[src/rtl/mdu_hilo_pkg.sv]
// Shared MDU definitions: state encoding, sizes, decoder bit positions, divide request payload.
package mdu_hilo_pkg;

  localparam int unsigned WIDTH     = 32;
  localparam int unsigned DIV_ITERS = 32;
  localparam int unsigned CNT_W     = $clog2(DIV_ITERS);

  // Bit positions inside the 2-bit decoder fields
  localparam int unsigned MULT_S_BIT  = 0;
  localparam int unsigned MULT_U_BIT  = 1;
  localparam int unsigned DIV_S_BIT   = 0;
  localparam int unsigned DIV_U_BIT   = 1;
  localparam int unsigned MFHL_LO_BIT = 0;
  localparam int unsigned MFHL_HI_BIT = 1;
  localparam int unsigned MTHL_LO_BIT = 0;
  localparam int unsigned MTHL_HI_BIT = 1;

  typedef enum logic [1:0] {
    MDU_IDLE = 2'd0,
    MDU_RUN  = 2'd1,
    MDU_FIX  = 2'd2
  } mdu_state_e;

  typedef struct packed {
    logic             is_signed;
    logic [WIDTH-1:0] dividend;
    logic [WIDTH-1:0] divisor;
  } div_req_t;

  function automatic logic [WIDTH-1:0] magnitude(input logic [WIDTH-1:0] v,
                                                 input logic             is_signed);
    return (is_signed && v[WIDTH-1]) ? ((~v) + WIDTH'(1)) : v;
  endfunction

endpackage

[src/rtl/mdu_hilo_if.sv]
// EX-stage decoder <-> MDU bundle: command fields, operands, HI/LO read data and stall.
interface mdu_hilo_if;
  import mdu_hilo_pkg::*;

  logic             in_valid;
  logic             cancel;
  logic [1:0]       MULT;
  logic [1:0]       DIV;
  logic [1:0]       MFHL;
  logic [1:0]       MTHL;
  logic [WIDTH-1:0] src_a;
  logic [WIDTH-1:0] src_b;
  logic [WIDTH-1:0] hilo_rdata;
  logic             busy;
  logic             stall;

  modport master (
    output in_valid, cancel, MULT, DIV, MFHL, MTHL, src_a, src_b,
    input  hilo_rdata, busy, stall
  );

  modport slave (
    input  in_valid, cancel, MULT, DIV, MFHL, MTHL, src_a, src_b,
    output hilo_rdata, busy, stall
  );
endinterface

[src/rtl/mdu_hilo_div_iter_core.sv]
// Iterative radix-2 restoring divider: latches magnitudes, runs 32 shift-subtract steps,
// then presents sign-fixed quotient/remainder during the FIX cycle.
module mdu_hilo_div_iter_core
  import mdu_hilo_pkg::*;
(
  input  logic             clk,
  input  logic             rst_n,
  input  logic             start_i,
  input  logic             cancel_i,
  input  div_req_t         req_i,
  output logic             busy_o,
  output logic             done_o,
  output logic [WIDTH-1:0] quot_o,
  output logic [WIDTH-1:0] rem_o
);

  mdu_state_e       state_q, state_d;
  logic [CNT_W-1:0] cnt_q, cnt_d;
  logic [WIDTH-1:0] rem_q, rem_d;
  logic [WIDTH-1:0] quo_q, quo_d;
  logic [WIDTH-1:0] dvs_q, dvs_d;
  logic             qneg_q, qneg_d;
  logic             rneg_q, rneg_d;
  logic [WIDTH:0]   trial;
  logic             take;

  always_ff @(posedge clk or negedge rst_n) begin
    if (!rst_n) state_q <= MDU_IDLE;
    else        state_q <= state_d;
  end

  always_comb begin
    state_d = state_q;
    unique case (state_q)
      MDU_IDLE: if (start_i) state_d = MDU_RUN;
      MDU_RUN: begin
        if (cancel_i)          state_d = MDU_IDLE;
        else if (cnt_q == '0)  state_d = MDU_FIX;
      end
      MDU_FIX:  state_d = MDU_IDLE;
      default:  state_d = MDU_IDLE;
    endcase
  end

  // A cancel in FIX suppresses the HI/LO write
  always_comb begin
    busy_o = (state_q != MDU_IDLE);
    done_o = (state_q == MDU_FIX) && !cancel_i;
    quot_o = qneg_q ? ((~quo_q) + WIDTH'(1)) : quo_q;
    rem_o  = rneg_q ? ((~rem_q) + WIDTH'(1)) : rem_q;
  end

  // 33-bit partial remainder: previous remainder shifted left with the next dividend bit
  assign trial = {rem_q, quo_q[WIDTH-1]};
  assign take  = (trial >= {1'b0, dvs_q});

  always_comb begin
    cnt_d  = cnt_q;
    rem_d  = rem_q;
    quo_d  = quo_q;
    dvs_d  = dvs_q;
    qneg_d = qneg_q;
    rneg_d = rneg_q;
    if (state_q == MDU_IDLE && start_i) begin
      cnt_d  = CNT_W'(DIV_ITERS - 1);
      rem_d  = '0;
      quo_d  = magnitude(req_i.dividend, req_i.is_signed);
      dvs_d  = magnitude(req_i.divisor, req_i.is_signed);
      qneg_d = req_i.is_signed & (req_i.dividend[WIDTH-1] ^ req_i.divisor[WIDTH-1]);
      rneg_d = req_i.is_signed & req_i.dividend[WIDTH-1];
    end else if (state_q == MDU_RUN) begin
      rem_d = take ? WIDTH'(trial - {1'b0, dvs_q}) : trial[WIDTH-1:0];
      quo_d = {quo_q[WIDTH-2:0], take};
      cnt_d = cnt_q - CNT_W'(1);
    end
  end

  always_ff @(posedge clk or negedge rst_n) begin
    if (!rst_n) begin
      cnt_q  <= '0;
      rem_q  <= '0;
      quo_q  <= '0;
      dvs_q  <= '0;
      qneg_q <= 1'b0;
      rneg_q <= 1'b0;
    end else begin
      cnt_q  <= cnt_d;
      rem_q  <= rem_d;
      quo_q  <= quo_d;
      dvs_q  <= dvs_d;
      qneg_q <= qneg_d;
      rneg_q <= rneg_d;
    end
  end

endmodule

[src/rtl/mdu_hilo.sv]
// EX-stage multiply/divide unit: HI/LO registers, single-cycle multiplier, iterative divider,
// and the HI/LO stall and read mux.
module mdu_hilo
  import mdu_hilo_pkg::*;
(
  input  logic       clk,
  input  logic       resetn,
  mdu_hilo_if.slave  bus
);

  logic [WIDTH-1:0]   hi_q, hi_d, lo_q, lo_d;
  logic [WIDTH-1:0]   div_quot, div_rem;
  logic [2*WIDTH-1:0] mul_a, mul_b, product;
  logic               accept, has_div, has_mult, has_mthl, hilo_op;
  logic               do_div, do_mult, do_mthl, mul_signed;
  logic               div_busy, div_done;
  div_req_t           div_req;

  assign has_div  = bus.DIV[DIV_S_BIT]   | bus.DIV[DIV_U_BIT];
  assign has_mult = bus.MULT[MULT_S_BIT] | bus.MULT[MULT_U_BIT];
  assign has_mthl = bus.MTHL[MTHL_HI_BIT] | bus.MTHL[MTHL_LO_BIT];
  assign hilo_op  = has_div | has_mult | has_mthl
                  | bus.MFHL[MFHL_HI_BIT] | bus.MFHL[MFHL_LO_BIT];

  // Priority DIV > MULT > MTHL if the decoder ever presents more than one
  assign accept  = bus.in_valid & ~bus.cancel & ~div_busy;
  assign do_div  = accept & has_div;
  assign do_mult = accept & ~has_div & has_mult;
  assign do_mthl = accept & ~has_div & ~has_mult & has_mthl;

  assign div_req.is_signed = bus.DIV[DIV_S_BIT] & ~bus.DIV[DIV_U_BIT];
  assign div_req.dividend  = bus.src_a;
  assign div_req.divisor   = bus.src_b;

  mdu_hilo_div_iter_core u_div_iter_core (
    .clk      (clk),
    .rst_n    (resetn),
    .start_i  (do_div),
    .cancel_i (bus.cancel),
    .req_i    (div_req),
    .busy_o   (div_busy),
    .done_o   (div_done),
    .quot_o   (div_quot),
    .rem_o    (div_rem)
  );

  // Sign- or zero-extend to 64 bits; the low 64 bits of the product are exact either way
  assign mul_signed = bus.MULT[MULT_S_BIT] & ~bus.MULT[MULT_U_BIT];
  assign mul_a      = {{WIDTH{mul_signed & bus.src_a[WIDTH-1]}}, bus.src_a};
  assign mul_b      = {{WIDTH{mul_signed & bus.src_b[WIDTH-1]}}, bus.src_b};
  assign product    = mul_a * mul_b;

  always_comb begin
    hi_d = hi_q;
    lo_d = lo_q;
    if (div_done) begin
      lo_d = div_quot;
      hi_d = div_rem;
    end else if (do_mult) begin
      {hi_d, lo_d} = product;
    end else if (do_mthl) begin
      if (bus.MTHL[MTHL_HI_BIT]) hi_d = bus.src_a;
      if (bus.MTHL[MTHL_LO_BIT]) lo_d = bus.src_a;
    end
  end

  always_ff @(posedge clk or negedge resetn) begin
    if (!resetn) begin
      hi_q <= '0;
      lo_q <= '0;
    end else begin
      hi_q <= hi_d;
      lo_q <= lo_d;
    end
  end

  assign bus.busy       = div_busy;
  assign bus.stall      = div_busy & bus.in_valid & hilo_op;
  assign bus.hilo_rdata = bus.MFHL[MFHL_HI_BIT] ? hi_q : lo_q;

endmodule
[src/flat_wrapper.sv]
// flat-port wrapper written by rule: the top's interface ports become plain ports
module mdu_hilo_flat import mdu_hilo_pkg::*;
  (clk, resetn, bus_in_valid, bus_cancel, bus_MULT, bus_DIV, bus_MFHL, bus_MTHL, bus_src_a, bus_src_b, bus_hilo_rdata, bus_busy, bus_stall);
  mdu_hilo_if bus_i ();
  input  logic clk;
  input  logic resetn;
  input wire logic [$bits(bus_i.in_valid)-1:0] bus_in_valid;
  input wire logic [$bits(bus_i.cancel)-1:0] bus_cancel;
  input wire logic [$bits(bus_i.MULT)-1:0] bus_MULT;
  input wire logic [$bits(bus_i.DIV)-1:0] bus_DIV;
  input wire logic [$bits(bus_i.MFHL)-1:0] bus_MFHL;
  input wire logic [$bits(bus_i.MTHL)-1:0] bus_MTHL;
  input wire logic [$bits(bus_i.src_a)-1:0] bus_src_a;
  input wire logic [$bits(bus_i.src_b)-1:0] bus_src_b;
  output wire logic [$bits(bus_i.hilo_rdata)-1:0] bus_hilo_rdata;
  output wire logic [$bits(bus_i.busy)-1:0] bus_busy;
  output wire logic [$bits(bus_i.stall)-1:0] bus_stall;
  assign bus_i.in_valid = bus_in_valid;
  assign bus_i.cancel = bus_cancel;
  assign bus_i.MULT = bus_MULT;
  assign bus_i.DIV = bus_DIV;
  assign bus_i.MFHL = bus_MFHL;
  assign bus_i.MTHL = bus_MTHL;
  assign bus_i.src_a = bus_src_a;
  assign bus_i.src_b = bus_src_b;
  assign bus_hilo_rdata = bus_i.hilo_rdata;
  assign bus_busy = bus_i.busy;
  assign bus_stall = bus_i.stall;
  mdu_hilo u_core (.clk(clk), .resetn(resetn), .bus(bus_i));
endmodule
[config.mk]
export PLATFORM = sky130hd
export DESIGN_NAME = mdu_hilo_flat
export DESIGN_NICKNAME = d
export VERILOG_FILES = /design/src/rtl/mdu_hilo_pkg.sv /design/src/rtl/mdu_hilo_if.sv /design/src/rtl/mdu_hilo_div_iter_core.sv /design/src/rtl/mdu_hilo.sv /design/src/flat_wrapper.sv
export SDC_FILE = /design/constraint.sdc
export NUM_CORES = 2
export LEC_CHECK = 0
export CAP_MARGIN = 20
export CORE_MARGIN = 2
export CORE_UTILIZATION = 60
export DETAILED_ROUTE_END_ITERATION = 8
export PLACE_DENSITY = 0.83
export SYNTH_ARGS = -nofsm -noshare
export SYNTH_HDL_FRONTEND = slang
export SYNTH_HIERARCHICAL = 1
export SYNTH_SLANG_ARGS = --single-unit
[constraint.sdc]
create_clock -name clk -period 5.6 [get_ports clk]
set_clock_uncertainty 0.05 [all_clocks]
set_input_delay 0.56 -clock clk [delete_from_list [all_inputs] [get_ports clk]]
set_output_delay 0.56 -clock clk [all_outputs]
set_load 0.1 [all_outputs]
# == Yosys cells after proc, flatten, opt, wreduce, memory -nomap -nowiden ==
# Index checks and enable logic that the tools add are counted.
# classes
eq_ne,4
mux,24
addsub,6
bitwise,33
div,0
reduce_logical,15
multipliers,1
magnitude_cmp,1
n_shift,0
# ops
operator,n
32-bit 2-to-1 mux,18
32-bit by 1-bit adder with 32-bit output (second input constant),4
32-bit inverter,4
33-bit by 33-bit multiplier with 64-bit output,1
33-bit by 32-bit greater-or-equal comparator with 1-bit output,1
32-bit subtractor,1
1-bit AND,15
5-bit 2-to-1 mux,2
3-bit nonzero test,3
1-bit OR,7
2-bit 2-to-1 mux,3
1-bit inverter,6
2-bit AND reduction,3
5-bit logical NOT,1
5-bit by 1-bit subtractor with 5-bit output (second input constant),1
1-bit logical AND,4
2-bit case mux with 2 select lines,1
2-bit nonzero test,2
3-bit inequality test (second input constant),1
2-bit by 1-bit == test with 1-bit output (second input constant),1
2-bit == test (second input constant),1
2-bit logical NOT,1
2-bit inequality test (second input constant),1
1-bit logical NOT,1
1-bit bitwise XOR,1
# totals
memories,0
input_bits,76
regBits,169
mem_bits_rw,0
mem_bits_ro,0
latch_bits,0
output_inout_bits,34
word_cells,93

# == Longest topological paths before layout ==
# depth
depth_word,9
mapped_depth,31
ltp_nobuf,29

# == Cells and area by module ==
# Netlist, hierarchy kept.
# modules_own_cells
mod,cells_each,seq_area_each_um2,area_each_um2,n_inst
mdu_hilo,4703,1601.5,41594.9,1
mdu_hilo_div_iter_core,1176,2627.5,9049.9,1

# == Worst setup path after synthesis ==
# Ideal clock, no wire load.
# synth_timing
path_type,input -> register
start,input bus_MULT[0]
end,register u_core.hi_q[31]
t_arrival_ps,8111
cell_stages,30
setup_time_ps,130
slack_ps,-2691
t_required_ps,5420
path_cell_list,nor2b_1 -> and2_1 -> clkbuf_1 -> nand2_1 -> inv_1 -> fa_1 -> inv_1 -> fa_1 -> inv_1 -> fa_1 -> fa_1 -> inv_1 -> fa_1 -> inv_1 -> fa_1 -> inv_1 -> fa_1 -> fa_1 -> inv_1 -> ha_1 -> nor3_1 -> nor2_1 -> a31oi_1 -> o211ai_1 -> a21oi_1 -> a31oi_2 -> a21o_1 -> xnor2_1 -> a221oi_1 -> o21ai_1
# synth_via
elab_chain_len,6
# synth_lines
item,line,source
from (decl),flat_wrapper.sv:9,input wire logic [$bits(bus_i.MULT)-1:0] bus_MULT;
"parallel branches: the longest is 6 deep, another holds 33-bit by 33-bit multiplier with 64-bit output",-,
to (signal assigned),mdu_hilo.sv:72,hi_q <= hi_d;
to (decl),mdu_hilo.sv:11,"logic [WIDTH-1:0] hi_q, hi_d, lo_q, lo_d;"
# Parallel ways; which one is timed is not known.
# A chain may end at the register's enable or synchronous reset.

# == Worst setup path in the final report ==
# layout_timing
start,input bus_MULT[0]
end,register u_core.hi_q[27]
# The elaborated chain is that of the path after synthesis.

==> results.cfg <==
[yosys]
synthMostInstantiatedCell = inv_1
ys_ff_latch = 169
synth-edff-count = 0
ys_seq_area_frac = 0.0835
synth_top_cell_area_share = 0.445
synthTopCellsByCount = inv_1, fa_1, nand2_1
yosysTopAreaCell = fa_1
synth_area_leaders = fa_1, inv_1, dfrtp_1
syn_area_sq_um = 50600
async_flop_share = 1.00
yosysWarnings = 6
synthCells = 5879
synth.avg_cell_area_sq_um = 8.61
synth_fp_nets = 7331
synth_ff_type = dfrtp_1
synth_cell_types = 80

[critical_path]
r2r-start = u_core/u_div_iter_core/rem_q[3]$_DFFE_PN0P_
critPathTopFamily = adder cells
crit_type = input pin to register
cp_slowest_cell = fa_2
r2r_setup_slack_ps = 1610
r2r-end = u_core/u_div_iter_core/rem_q[29]$_DFFE_PN0P_
cp.depth = 33
required_ps = 5920
startpoint_type = input pin
cpPeakStageDelay_ps = 650
endpoint = u_core/hi_q[27]$_DFFE_PN0P_
r2r_cells = 9
crit_buf_inv = 11
end_kind = register
path_max_fanout = 5
crit_arrival_ps = 8400
critPathLaunch = bus_MULT[0]

[floorplan]
core_area_sq_um = 83600
die_area_sq_um = 86700
io_pins = 110
die_y_microns = 295
rows = 106
initial_utilization = 0.606
die_x_microns = 295

[timing]
report.final.slew_viol_count = 0
period_share = 1.44
max_freq_mhz = 124
layout_setup_ws_ps = -2480
worst_slew_pin_slew_ps = 1090
rsz0062_at_grt = true
maxSlewHeadroom = 0.270
setup_viol = 54
finalHoldViolCount = 0
min_period_ps = 8080

[route]
drtAntennaViolNets = 0
drtPass1Iterations = 9
wl_met3_mm = 33.6
wirelength_met1_mm = 61.7
top_layer_used = met5
met2WireLength_mm = 84.2
dr_total_vias = 48037
drtIter0Drc = 6528
wirelength_mm = 203
routed_via_density = 6.37
routedWlPerCell_microns = 26.9
drc = 103

[clock_tree]
cts_buffers = 17
cts_tree = built
cts.clk_slew.worst_paths_ps = 80
cts-root-buf = clkbuf_16
hold_buffers = 0
ctsHtreeMaxLevel = 4
clock_latency_ps = 440
clock_sinks = 169
clk_path_buf_depth = 2

[run_status]
violations = design-rule violations, negative setup slack
outcome = complete, but fails checks

[global_route]
grt_max_degree = 85
overflow = 0
grt_pass1_wl_mm = 298
grt_usage = 0.464
antenna_found_initial = 27
grt_pass1_vias = 50699

[final_layout]
layout.nets = 7880
drive_above_1_share = 0.186
area_growth_pct = 21.7
stdcell_count = 7536
final_core_util = 0.738

[placed_design]
place_hpwl_mm = 139
post-place-ws_ps = -3210
numPortBuffers = 109
post-place-cells = 7355
gp_congestion = 1.03

[job]
max_cap_violations = 0

[hold_path]
hold_path.class = input pin to asynchronous set/reset pin
-- registers in the layout (all words and copies together) (netlist names), 2 cells and up --
name                            flops
u_core/hi_q                        32
u_core/lo_q                        32
u_core/u_div_iter_core/dvs_q       32
u_core/u_div_iter_core/quo_q       32
u_core/u_div_iter_core/rem_q       32
u_core/u_div_iter_core/cnt_q        5
u_core/u_div_iter_core/state_q      2
-- timing repair --
item / in CTS / in global routing
gates resized for setup: 398 / 113
gates cloned: 26 / 1
buffers inserted: 83 / 31
endpoints found under the hold margin: 0 / 0
pin swaps: 193 / 135
setup endpoints to repair: 55 / 55
-- logic make-up after synthesis --
logic type / Yosys count / synth area share
xor+xnor: 223 / 0.0386
compound gates: 687 / 0.0853
fa+ha+maj: 1376 / 0.507
simple gates: 1801 / 0.160
flops: 169 / 0.0835
mux: 36 / 0.00791
buf+inv: 1587 / 0.118
-- through the flow --
stage          hold slack [ps]  setup TNS, ps  instance area (sq um)
2_1_floorplan              214         -70120                  51800
3_3_place_gp               407        -134750                  58100
3_5_place_dp               422        -139930                  58100
4_1_cts                   90.7         -89540                  61000
5_1_grt                    117        -104690                  61600
6_report                  78.8         -97370                  61600
-- layout by cell type, fill, tap and decap left out, types with 37 or more instances in the layout --
cell type           n
a21oi_1           132
buf_4             582
inv_1            1217
nor2_1            144
a21o_1             37
buf_12             82
clkdlybuf4s50_1    51
fa_2               44
dfrtp_1           169
o211ai_1           48
ha_1              214
nand2_1          1073
xor2_1             61
and2_1            244
buf_6              74
nand3_1            53
o31ai_1            39
o21ai_0           129
xnor2_1           143
a31oi_1            49
fa_1             1082
o21ai_1            58
-- layout make-up --
type | instances | area, sq um
Timing Repair Buffer | 861 | 8570
Inverter | 1256 | 4730
Fill cell | 5243 | 21900
Antenna cell | 15 | 37.5
Sequential cell | 169 | 4230
Tap cell | 1080 | 1350
Clock inverter | 15 | 139
Clock buffer | 17 | 425
Multi-Input combinational cell | 4123 | 42200
-- worst reg2reg max path: stages, from the launching register on --
cell      delay [ps]
dfrtp_1          460
ha_1             430
nand3_1          130
o21bai_1         200
a31oi_1          300
o21ai_1          240
a21oi_1          480
o21a_1           830
o21ai_1          470
o211ai_1         290
-- routing by layer --
metal  up-vias  track usage
li1      18880            -
met1     23094        0.528
met2      4441        0.677
met3      1596        0.205
met4        26        0.379
met5         -      0.00113
-- how the worst min path moves through the flow --
stage,from,end,cells past startpoint
6_report,resetn,u_core/u_div_iter_core/rem_q[11]$_DFFE_PN0P_,1
5_1_grt,resetn,u_core/u_div_iter_core/rem_q[11]$_DFFE_PN0P_,1
4_1_cts,resetn,u_core/u_div_iter_core/rem_q[11]$_DFFE_PN0P_,1
3_5_place_dp,u_core/lo_q[10]$_DFFE_PN0P_,u_core/lo_q[10]$_DFFE_PN0P_,2
3_3_place_gp,u_core/lo_q[3]$_DFFE_PN0P_,u_core/lo_q[3]$_DFFE_PN0P_,2
2_1_floorplan,resetn,u_core/hi_q[0]$_DFFE_PN0P_,0
Power is left out: the tool's default activity adds up to more than one toggle a clock period on the data nets, which glitch-free logic cannot reach.
